**config.mk**
```make
export PLATFORM = sky130hd
export DESIGN_NAME = dct8_mac_engine
export DESIGN_NICKNAME = d
export VERILOG_FILES = /design/src/rtl/dct8_mac_engine.sv
export SDC_FILE = /design/constraint.sdc
export NUM_CORES = 1
export LEC_CHECK = 0
export CAP_MARGIN = 20
export CORE_AREA = 2 2 294 151
export CTS_CLUSTER_DIAMETER = 150
export CTS_CLUSTER_SIZE = 12
export DETAILED_ROUTE_END_ITERATION = 12
export DIE_AREA = 0 0 296 153
export GPL_TIMING_DRIVEN = 0
export PLACE_DENSITY = 0.54
export SYNTH_ARGS = -nofsm -noshare
export SYNTH_HDL_FRONTEND = slang
export SYNTH_SLANG_ARGS = --single-unit
```
**constraint.sdc**
```tcl
create_clock -name clock -period 9.3 [get_ports clock]
set_input_delay 1.395 -clock clock [delete_from_list [all_inputs] [get_ports clock]]
set_output_delay 1.395 -clock clock [all_outputs]
set_load 0.05 [all_outputs]
```
**src/rtl/dct8_mac_engine.sv**
```systemverilog
// dct8_mac_engine
//   1-D 8-point DCT-II of one 8-sample row held in a pixel EBR. The row is
//   fetched into a sample register file, then a single signed MAC walks a
//   64-entry coefficient ROM (k outer, n inner). Each finished coefficient
//   is rounded, saturated and written back at {base, k}.
//
// Ports
//   clock, reset          : clock, asynchronous active-high reset
//   start, level_shift,
//   block_base            : transform request; level_shift/base latched with start
//   busy, done            : busy while transforming, done pulses one cycle at the end
//   fetch_addr/data/clk   : row buffer EBR read port (1-cycle read latency)
//   result_out/addr/wren/
//   result_clk            : coefficient EBR write port
module dct8_mac_engine #(
  parameter int IN_WIDTH   = 8,
  parameter int OUT_WIDTH  = 16,
  parameter int COEF_FRAC  = 12,
  parameter int ADDR_WIDTH = 9
) (
  input  logic                  clock,
  input  logic                  reset,
  input  logic                  start,
  input  logic                  level_shift,
  input  logic [ADDR_WIDTH-4:0] block_base,
  output logic                  busy,
  output logic                  done,
  output logic [ADDR_WIDTH-1:0] fetch_addr,
  input  logic [IN_WIDTH-1:0]   fetch_data,
  output logic                  fetch_clk,
  output logic [OUT_WIDTH-1:0]  result_out,
  output logic [ADDR_WIDTH-1:0] result_addr,
  output logic                  result_wren,
  output logic                  result_clk
);

  localparam int SW = IN_WIDTH + 1;               // converted sample width
  localparam int CW = COEF_FRAC + 2;              // coefficient width
  localparam int PW = SW + CW;                    // product width
  localparam int AW = IN_WIDTH + COEF_FRAC + 6;   // accumulator width
  localparam int BW = ADDR_WIDTH - 3;             // base address width

  localparam logic [AW:0] RND_HALF = (AW + 1)'(1) << (COEF_FRAC - 1);
  localparam logic [OUT_WIDTH-1:0] OUT_MAX = {1'b0, {(OUT_WIDTH - 1){1'b1}}};
  localparam logic [OUT_WIDTH-1:0] OUT_MIN = {1'b1, {(OUT_WIDTH - 1){1'b0}}};

  typedef enum logic [2:0] {
    S_IDLE,
    S_FETCH,
    S_DRAIN,
    S_MAC,
    S_FLUSH,
    S_DONE
  } state_t;

  // 0.5*cos(m*pi/16) scaled by 2^30, m = 0..8. C[k][n] folds onto this
  // table by symmetry and is then rounded half-away to COEF_FRAC bits.
  function automatic logic signed [CW-1:0] coef_val(input int k, input int n);
    int  a;
    int  v;
    int  r;
    bit  neg;
    a = ((2 * n + 1) * k) % 32;
    if (a > 16) a = 32 - a;
    neg = (a > 8);
    if (neg) a = 16 - a;
    if (k == 0) a = 4;                            // c(0)/2 == cos(pi/4)/2
    case (a)
      0:       v = 536870912;
      1:       v = 526555088;
      2:       v = 496004047;
      3:       v = 446391849;
      4:       v = 379625062;
      5:       v = 298269498;
      6:       v = 205451603;
      7:       v = 104738319;
      default: v = 0;
    endcase
    r = (v + (1 << (29 - COEF_FRAC))) >>> (30 - COEF_FRAC);
    if (neg) r = -r;
    return CW'(r);
  endfunction

  logic signed [CW-1:0] rom [64];
  for (genvar gi = 0; gi < 64; gi++) begin : g_rom
    assign rom[gi] = coef_val(gi / 8, gi % 8);
  end

  state_t                 state_q, state_d;
  logic [5:0]             cnt_q, cnt_d;
  logic [BW-1:0]          base_q, base_d;
  logic                   ls_q, ls_d;
  logic signed [SW-1:0]   x_q [8];
  logic signed [SW-1:0]   x_d [8];
  logic signed [AW-1:0]   acc_q, acc_d;
  logic [OUT_WIDTH-1:0]   res_q, res_d;
  logic [ADDR_WIDTH-1:0]  res_addr_q, res_addr_d;
  logic                   wren_q, wren_d;

  logic                   samp_msb;
  logic signed [SW-1:0]   samp;
  logic [2:0]             k_idx;
  logic [2:0]             n_idx;
  logic signed [PW-1:0]   prod;
  logic signed [AW-1:0]   acc_sum;
  logic signed [AW:0]     rnd;
  logic signed [AW:0]     shifted;
  logic [AW-OUT_WIDTH+1:0] hi_bits;
  logic [OUT_WIDTH-1:0]   sat_val;

  // State and datapath registers
  always_ff @(posedge clock or posedge reset) begin
    if (reset) begin
      state_q    <= S_IDLE;
      cnt_q      <= '0;
      base_q     <= '0;
      ls_q       <= 1'b0;
      for (int unsigned i = 0; i < 8; i++) x_q[i] <= '0;
      acc_q      <= '0;
      res_q      <= '0;
      res_addr_q <= '0;
      wren_q     <= 1'b0;
    end else begin
      state_q    <= state_d;
      cnt_q      <= cnt_d;
      base_q     <= base_d;
      ls_q       <= ls_d;
      for (int unsigned i = 0; i < 8; i++) x_q[i] <= x_d[i];
      acc_q      <= acc_d;
      res_q      <= res_d;
      res_addr_q <= res_addr_d;
      wren_q     <= wren_d;
    end
  end

  // Next-state logic
  always_comb begin
    state_d = state_q;
    cnt_d   = cnt_q;
    case (state_q)
      S_IDLE: begin
        cnt_d = '0;
        if (start) state_d = S_FETCH;
      end
      S_FETCH: begin
        cnt_d = cnt_q + 6'd1;
        if (cnt_q == 6'd7) begin
          state_d = S_DRAIN;
          cnt_d   = '0;
        end
      end
      S_DRAIN: begin
        state_d = S_MAC;
        cnt_d   = '0;
      end
      S_MAC: begin
        cnt_d = cnt_q + 6'd1;
        if (cnt_q == 6'd63) state_d = S_FLUSH;
      end
      S_FLUSH: state_d = S_DONE;
      S_DONE:  state_d = S_IDLE;
      default: state_d = S_IDLE;
    endcase
  end

  // Outputs
  always_comb begin
    busy        = (state_q == S_FETCH) || (state_q == S_DRAIN) ||
                  (state_q == S_MAC)   || (state_q == S_FLUSH);
    done        = (state_q == S_DONE);
    fetch_addr  = (state_q == S_FETCH) ? {base_q, cnt_q[2:0]} : '0;
    fetch_clk   = clock;
    result_out  = res_q;
    result_addr = res_addr_q;
    result_wren = wren_q;
    result_clk  = clock;
  end

  // Datapath
  always_comb begin
    base_d = base_q;
    ls_d   = ls_q;
    if (state_q == S_IDLE && start) begin
      base_d = block_base;
      ls_d   = level_shift;
    end

    // Subtracting 2^(IN_WIDTH-1) from an unsigned sample is the same as
    // flipping its MSB and reading it as signed; then sign-extend by one.
    samp_msb = fetch_data[IN_WIDTH-1] ^ ls_q;
    samp     = {samp_msb, samp_msb, fetch_data[IN_WIDTH-2:0]};

    // Samples shift in at x[7]; after eight captures x[0] holds sample 0.
    for (int unsigned i = 0; i < 8; i++) x_d[i] = x_q[i];
    if ((state_q == S_FETCH && cnt_q != 6'd0) || state_q == S_DRAIN) begin
      for (int unsigned i = 0; i < 7; i++) x_d[i] = x_q[i+1];
      x_d[7] = samp;
    end

    k_idx   = cnt_q[5:3];
    n_idx   = cnt_q[2:0];
    prod    = x_q[n_idx] * rom[cnt_q];
    acc_sum = ((n_idx == 3'd0) ? '0 : acc_q) + AW'(prod);
    acc_d   = (state_q == S_MAC) ? acc_sum : acc_q;

    rnd     = {acc_sum[AW-1], acc_sum} + RND_HALF;
    shifted = rnd >>> COEF_FRAC;
    hi_bits = shifted[AW:OUT_WIDTH-1];
    if ((&hi_bits) || !(|hi_bits)) sat_val = shifted[OUT_WIDTH-1:0];
    else                           sat_val = shifted[AW] ? OUT_MIN : OUT_MAX;

    // The finished sum of row k is registered on its last product, so the
    // write overlaps the first product of row k+1.
    res_d      = res_q;
    res_addr_d = res_addr_q;
    wren_d     = 1'b0;
    if (state_q == S_MAC && n_idx == 3'd7) begin
      res_d      = sat_val;
      res_addr_d = {base_q, k_idx};
      wren_d     = 1'b1;
    end
  end

endmodule

```
==> summary.md, run 1 <==
| Metric | Value |
|---|---|
| Status | `finished, final reports clean` |
| DP HPWL | `around 30000 µm` |
| Via Count | `roughly 10000` |
| Vias in the first global route | `~10000` |
| Crit path largest cell delay | `approximately 0.55 ns` |
| Post-route setup slack | `around 0.2 ns` |
| Number of vias per cell | `5.06` |
| Reg2reg setup slack | `between 0.15 and 0.2 ns` |
| F_max | `around 110 MHz` |
| Total Wirelength | `between 30000 and 40000 µm` |
| Peak VDD IR | `between 0.0003 and 0.0004 V` |
| Area delta synth->final | `24.9%` |
| EDFF count, synth | `0` |
| Synthesis warning total | `0` |
| Total die area | `~0.045 mm²` |
| Core area | `approximately 0.043 mm²` |
| Drt first pass iters | `6` |
| Pre-CTS setup slack | `-2.00 ns` |
| Clock Pin Slew Worst Setup and Hold Paths | `about 0.070 ns` |
| First-pass GRT wire length | `roughly 60000 µm` |
| 1st-iter DRT viols | `~940` |
| Antenna violations before repair | `0` |
| Post-Syn Area | `between 0.01 and 0.015 mm²` |
| Filler cell count in the final layout | `between 4000 and 5000` |
| Grt met1 use | `a little over a quarter` |
| CP max FO | `10` |
| GR Overflow Total | `0` |
| GR met2 Demand/Resource | `about a fifth` |
| Gpl congestion | `a little over 0.9` |
| Data required, critical path | `between 9 and 10 ns` |
| Leakage | `6.76 nW` |
| Nets | `around 1700` |
| Die Y | `~150 µm` |
| Mapped Cells | `between 1000 and 1500` |
| Num rows | `54` |
| Distinct cells, synth | `73` |
| M3 GR Usage | `under 10%` |
| Asr flop ratio synth | `100%` |
| Routed length per placed instance | `around 18 µm` |
| CTS tree | `built` |
| DP Area | `~0.014 mm²` |
| Ant diodes | `0` |
| Worst-Skew Late Latency | `around 0.56 ns` |
| Hold Path Class | `register to register` |
| Startpoint Class | `register` |
| Critical path origin | `cnt_q[0]` |
| Final Max Slew Viols | `0` |
| Design area | `around 0.016 mm²` |
| Remaining DRCs | `0` |
| GRT busiest layer | `met1` |
| Crit. End Element | `register` |
| Share of the yosys chip area belonging to registers | `approximately a quarter` |
| Post-route ant nets | `0` |
| Layout cell share with drive strength beyond 1 | `between 20 and 25%` |
| CP max-delay cell | `fa_1` |
| R2R depth | `39` |
| Pwr dens | `223 mW/mm²` |
| Worst R2R Start | `cnt_q[0]` |
| Max_cap viols | `0` |
| Post-layout minimum cycle time | `9.10 ns` |
| Largest net degree at the start of global routing | `between 70 and 80` |
| Final setup vio count | `0` |
| Ys flop type | `dfrtp_1` |
| Worst EP arrival | `roughly 9.5 ns` |
| Port Buffers | `56` |
| DIE WIDTH | `approximately 300 µm` |
| Most used cell, CP | `fa_1` |
| IO Pins | `57` |
| Worst Tran Pin Value | `around 0.84 ns` |
| Skew final | `roughly 0.018 ns` |
| End of the critical path | `result_out[13]` |
| Crit share post-route | `roughly 98%` |
| Hold Fails Final Rpt | `0` |
| Post-CTS Hold Fix Bufs | `0` |
| Net Count, Synth | `1554` |
| Initial Util | `just under 30%` |
| Mean Syn Cell Area | `about 9.3 µm²` |
| Worst rel slew slack | `between 40 and 50%` |
| Reg2reg end | `result_out[13]` |
| #FFs+latches synth | `131` |
| Gr usage total | `between 15 and 20%` |
| Crit path kind | `register to register` |
==> repair_timing <==
action	in CTS	in global routing
resized for setup	106	87
pin swaps	11	43
endpoints found under the setup margin	28	14
endpoints found under the hold margin	0	0
setup buffers	18	26
==> sequential cells by signal, indices dropped and copies added, names as in the netlist <==
register,flops
result_wren,1
result_addr,9
result_out,15
state_q,3
acc_q,26
base_q,6
cnt_q,6
ls_q,1
x_q,64
==> Yosys cell counts, types with 13 or more instances <==
cell type	count	area [µm²]
mux4_2	17	383
fa_1	98	1960
ha_1	85	1060
xor2_1	15	131
o21ai_0	76	380
nor2b_1	19	119
and2_1	43	269
clkbuf_1	49	184
dfrtp_1	131	3280
nand2b_1	31	194
inv_1	117	439
mux2_2	79	890
nor3_1	19	95.1
a21oi_1	59	295
xnor2_1	29	254
nand3_1	25	125
a211oi_1	16	120
nor2_1	88	330
a21o_1	14	105
or3_1	13	81.3
nand2_1	180	676
==> worst max-delay path, delay by kind of cell (launching register included) <==
kind	cells	cell delay, ns
XOR/XNOR	1	0.18
AO/OA/AOI/OAI	14	2.20
flip-flops	1	0.39
adder cells (fa/ha/maj)	8	3.31
buffers and inverters	9	0.96
AND/OR/NAND/NOR	7	1.91
==> metrics by stage <==
step           setup TNS [ns]  utilization, %  power (mW)  hold WS [ns]  std cells
2_1_floorplan               0               -        2.03         0.442       1353
3_3_place_gp           -31.28            32.5        2.44         0.458       1997
3_5_place_dp           -33.05            32.6        2.47         0.458       2000
4_1_cts                     0            35.5        3.34         0.470       2049
5_1_grt                -0.174            36.8        3.74         0.485       2073
6_report                    0            36.8        3.51         0.466       2073
==> placed cells by master (no fill, tap or decap), drive strengths merged, types with 25 or more instances in the layout <==
| cell type | count |
|---|---|
| fa | 98 |
| dfrtp | 131 |
| inv | 123 |
| clkdlybuf4s50 | 56 |
| mux2 | 79 |
| ha | 85 |
| nor2 | 88 |
| buf | 62 |
| nand2b | 31 |
| nand2 | 180 |
| a21oi | 59 |
| xnor2 | 29 |
| o21ai | 78 |
| nand3 | 25 |
| and2 | 43 |
| clkbuf | 62 |
==> metal layers <==
metal | wire, µm | vias up
met5 | 0 | -
met4 | 432 | 0
met3 | 3480 | 34
li1 | - | 4902
met1 | 20200 | 5193
met2 | 13700 | 365
==> logic make-up (layout without fill, tap and decap cells) <==
kind of cell               count (synthesis)  count (layout)  share of synthesized area (%)
DFF                                      131             131                           26.0
and+or+nand+nor                          461             461                           18.0
adders and majority gates                183             183                           24.0
muxes                                    103             103                           10.6
AOI/OAI and AO/OA                        252             252                           12.9
buffers and inverters                    179             311                           5.51
xor gates and xnor gates                  44              44                           3.05
==> worst min-delay path by stage <==
stage                  start             to  slack, ns  cells after the start
6_report       result_out[2]  result_out[2]       0.47                      2
5_1_grt        result_out[2]  result_out[2]       0.49                      2
4_1_cts        result_out[2]  result_out[2]       0.47                      2
3_5_place_dp   result_out[2]  result_out[2]       0.46                      2
3_3_place_gp       acc_q[12]      acc_q[12]       0.46                      2
2_1_floorplan      acc_q[10]      acc_q[10]       0.44                      2
==> area by class of cell <==
cell class | count | area (µm²) | share of cell area (%)
well taps | 588 | 736 | 4.67
flip-flops and latches | 131 | 3280 | 20.8
inverters | 117 | 455 | 2.89
repair buffers | 101 | 933 | 5.92
multi-input cells | 1043 | 9320 | 59.1
clock buffers | 24 | 559 | 3.55
clock inverters | 14 | 160 | 1.02
plain buffers | 55 | 323 | 2.05
==> report_power, final <==
part / switching (mW) / internal, mW
Clock: 0.356 / 0.487
Sequential: 0.0540 / 0.677
Combinational: 1.16 / 0.775
Total: 1.57 / 1.94
Note: power is estimated with default switching activity, not from simulation.
==> inputs of run 2 (changes only) <==
--- a/config.mk
+++ b/config.mk
@@ -6,13 +6,14 @@
 export NUM_CORES = 1
 export LEC_CHECK = 0
 export CAP_MARGIN = 20
-export CORE_AREA = 2 2 294 151
+export CORE_AREA = 2 2 193 195
 export CTS_CLUSTER_DIAMETER = 150
 export CTS_CLUSTER_SIZE = 12
 export DETAILED_ROUTE_END_ITERATION = 12
-export DIE_AREA = 0 0 296 153
+export DIE_AREA = 0 0 195 197
 export GPL_TIMING_DRIVEN = 0
-export PLACE_DENSITY = 0.54
+export PLACE_DENSITY = 0.61
+export RECOVER_POWER = 100
 export SYNTH_ARGS = -nofsm -noshare
 export SYNTH_HDL_FRONTEND = slang
 export SYNTH_SLANG_ARGS = --single-unit
==> run 2 against run 1 <==
  * The run now ends with capacitance limit, slew limit left
  * Clock-buffer cell count is 1 higher
  * Critical path depth down 2
  * Final area down 0.18%
  * Sequential power is essentially flat
  * Fmax increased by 1.1%
  * Die area shrank 15%
  * Non-clock buffer count rose by 14
  * Worst setup slack better by 0.098 ns
  * Hold slack gained 0.0031 ns
  * Critical path type unchanged
  * Critical endpoint is now result_out[14]
  * Largest cell class unchanged
  * Highest routed layer unchanged
==> summary.md, run 2 (synthesized netlist as in run 1, its figures left out) <==
| Metric | Value |
|---|---|
| Largest Register | `x_q (unchanged)` |
| Via Count | `10600 (was 10500)` |
| DP Area | `0.0138 mm² (was 0.0140 mm²)` |
| Peak VDD IR | `0.000294 V (was 0.000347 V)` |
| Pwr dens | `224 mW/mm² (was 223 mW/mm²)` |
| Worst Tran Pin Value | `4.12 ns (was 0.837 ns)` |
| Nets | `1687 (was 1673)` |
| Number of vias per cell | `5.37 (was 5.06)` |
| Commonest non-fill, non-tap cell in the layout | `nand2_1 (unchanged)` |
| Leakage | `6.81 nW (was 6.76 nW)` |
| Design area | `0.0157 mm² (was 0.0158 mm²)` |
| Reg2reg end | `result_out[14] (was result_out[13])` |
| Max reg flops | `64 (unchanged)` |
| GR Overflow Total | `0 (unchanged)` |
| Crit. End Element | `register (unchanged)` |
| Post-layout minimum cycle time | `9.00 ns (was 9.10 ns)` |
| Final core occ | `43.4% (was 36.8%)` |
| Worst R2R Start | `cnt_q[0] (unchanged)` |
| CP max-delay cell | `fa_1 (unchanged)` |
| Drt first pass iters | `6 (unchanged)` |
| Power, Total | `3.53 mW (was 3.51 mW)` |
| Clock Pin Slew Worst Setup and Hold Paths | `0.06 ns (was 0.07 ns)` |
| Hold depth | `2 (unchanged)` |
| Total die area | `0.0384 mm² (was 0.0453 mm²)` |
| Filler cell count in the final layout | `3549 (was 4350)` |
| Hold Fails Final Rpt | `0 (unchanged)` |
| Failing checks | `capacitance limit, slew limit` |
| Reg2reg setup slack | `0.30 ns (was 0.20 ns)` |
| Area delta synth->final | `24.7% (was 24.9%)` |
| Final Max Slew Viols | `135 (was 0)` |
| Crit share post-route | `96.8% (was 97.9%)` |
| Remaining DRCs | `0 (unchanged)` |
| Gpl congestion | `0.933 (was 0.911)` |
| Status | `complete, but fails checks (was finished, final reports clean)` |
| CTS tree | `built (unchanged)` |
| Worst-Skew Late Latency | `0.54 ns (was 0.56 ns)` |
| Startpoint Class | `register (unchanged)` |
| Most frequent cells in the layout | `nand2_1 (174), dfrtp_1 (128), inv_1 (111) (was nand2_1 (176), dfrtp_1 (128), inv_1 (112))` |
| Core area | `0.0363 mm² (was 0.0428 mm²)` |
| Antenna violations before repair | `0 (unchanged)` |
| Final setup vio count | `0 (unchanged)` |
| WHS Endpoint | `result_addr[7] (was result_out[2])` |
| Hold wc startpoint | `result_addr[7] (was result_out[2])` |
| Post-route ant nets | `0 (unchanged)` |
| Hold Path Class | `register to register (unchanged)` |
| F_max | `111 MHz (was 110 MHz)` |
| Routed length per placed instance | `17.2 µm (was 18.2 µm)` |
| Most used cell, CP | `fa_1 (unchanged)` |
| Fin Hold WS | `0.469 ns (was 0.466 ns)` |
| Total Wirelength | `33900 µm (was 37800 µm)` |
| DP HPWL | `24700 µm (was 29300 µm)` |
| Worst rel slew slack | `-175% (was 44.2%)` |
| Num rows | `70 (was 54)` |
| Skew final | `0.0112 ns (was 0.0177 ns)` |
| Ant diodes | `0 (unchanged)` |
| Initial Util | `34.8% (was 29.5%)` |
| Layout cell share with drive strength beyond 1 | `22.7% (was 22.5%)` |
| CP top delay family | `adder cells (unchanged)` |
| First-pass GRT wire length | `54200 µm (was 58300 µm)` |
| Data required, critical path | `9.72 ns (about the same)` |
| DIE WIDTH | `195 µm (was 296 µm)` |
| Die Y | `197 µm (was 153 µm)` |
| 1st-iter DRT viols | `855 (was 941)` |
| Port Buffers | `56 (unchanged)` |
| Post-route setup slack | `0.297 ns (was 0.199 ns)` |
| CP max FO | `9 (was 10)` |
| Max_cap viols | `3 (was 0)` |
| Pre-CTS setup slack | `-1.96 ns (was -2.00 ns)` |
| Worst EP arrival | `9.43 ns (was 9.52 ns)` |
| Crit path largest cell delay | `0.53 ns (was 0.55 ns)` |
| Post-CTS Hold Fix Bufs | `0 (unchanged)` |
| Largest net degree at the start of global routing | `74 (was 76)` |
| Vias in the first global route | `10200 (was 9996)` |
| Crit path kind | `register to register (unchanged)` |
| IO Pins | `57 (unchanged)` |
| Critical path buffers and inverters | `7 (was 9)` |
| Gr usage total | `17.7% (was 16.8%)` |
| R2R depth | `37 (was 39)` |
-- run 2: cell count changes in the layout (fill, tap and decap cells not counted), moves of 4 or more --
cell,before,now
clkbuf_2,12,16
inv_8,5,1
a21oi_4,4,8
clkbuf_1,21,28
clkbuf_4,6,2
buf_4,47,57
a21oi_2,11,5
o21ai_1,12,8
-- run 2: worst max path at each step --
stage          slack (ns)  cells past startpoint             end      from
4_1_cts             0.004                     36  result_out[13]  cnt_q[0]
3_5_place_dp        -1.96                     36  result_out[13]  cnt_q[2]
6_report             0.30                     37  result_out[14]  cnt_q[0]
2_1_floorplan         0.1                     36  result_out[13]  cnt_q[2]
5_1_grt             -0.06                     37  result_out[14]  cnt_q[0]
3_3_place_gp        -2.00                     36  result_out[13]  cnt_q[2]
-- run 2: timing repair --
action,4_1_cts,5_1_grt
pin swaps,19,55
endpoints found under the setup margin,28,15
gates resized for setup,107,97
setup buffers,20,37
-- run 2: layout make-up --
class	instances	area (µm²)	area share [%]
buffer	57	324	2.06
sequential	131	3280	20.9
inverter	117	452	2.87
timing repair buffer	113	980	6.23
clock inverter	13	126	0.803
tap	468	586	3.72
clock buffer	25	573	3.64
multi-input combinational	1043	9420	59.8
-- run 2: worst reg2reg max path, delay by kind of cell (launching register included) --
kind            cells  cell delay (ns)
fa+ha+maj           8             3.17
simple gates        8             2.12
buf+inv             7             0.81
xor+xnor            1             0.18
flops               1             0.38
compound gates     13             2.20
-- run 2: stage by stage --
stage | setup TNS (ns) | std cells
2_1_floorplan | 0 | 1353
3_3_place_gp | -32.93 | 1877
3_5_place_dp | -32.24 | 1878
4_1_cts | 0 | 1930
5_1_grt | -0.200 | 1967
6_report | 0 | 1967
-- run 2: layer usage --
metal	vias to the layer above	wire length, µm	GRT usage, %
met5	-	0	0
met4	0	700	5.99
met3	46	1840	3.27
met2	309	16100	28.4
met1	5301	15200	24.2
li1	4912	-	-
-- run 2: power breakdown --
part           internal (mW)  switching [mW]  leakage (nW)  total (mW)
Combinational          0.802            1.19          4.92        1.99
Clock                  0.483           0.330         0.345       0.813
Sequential             0.678          0.0532          1.54       0.731
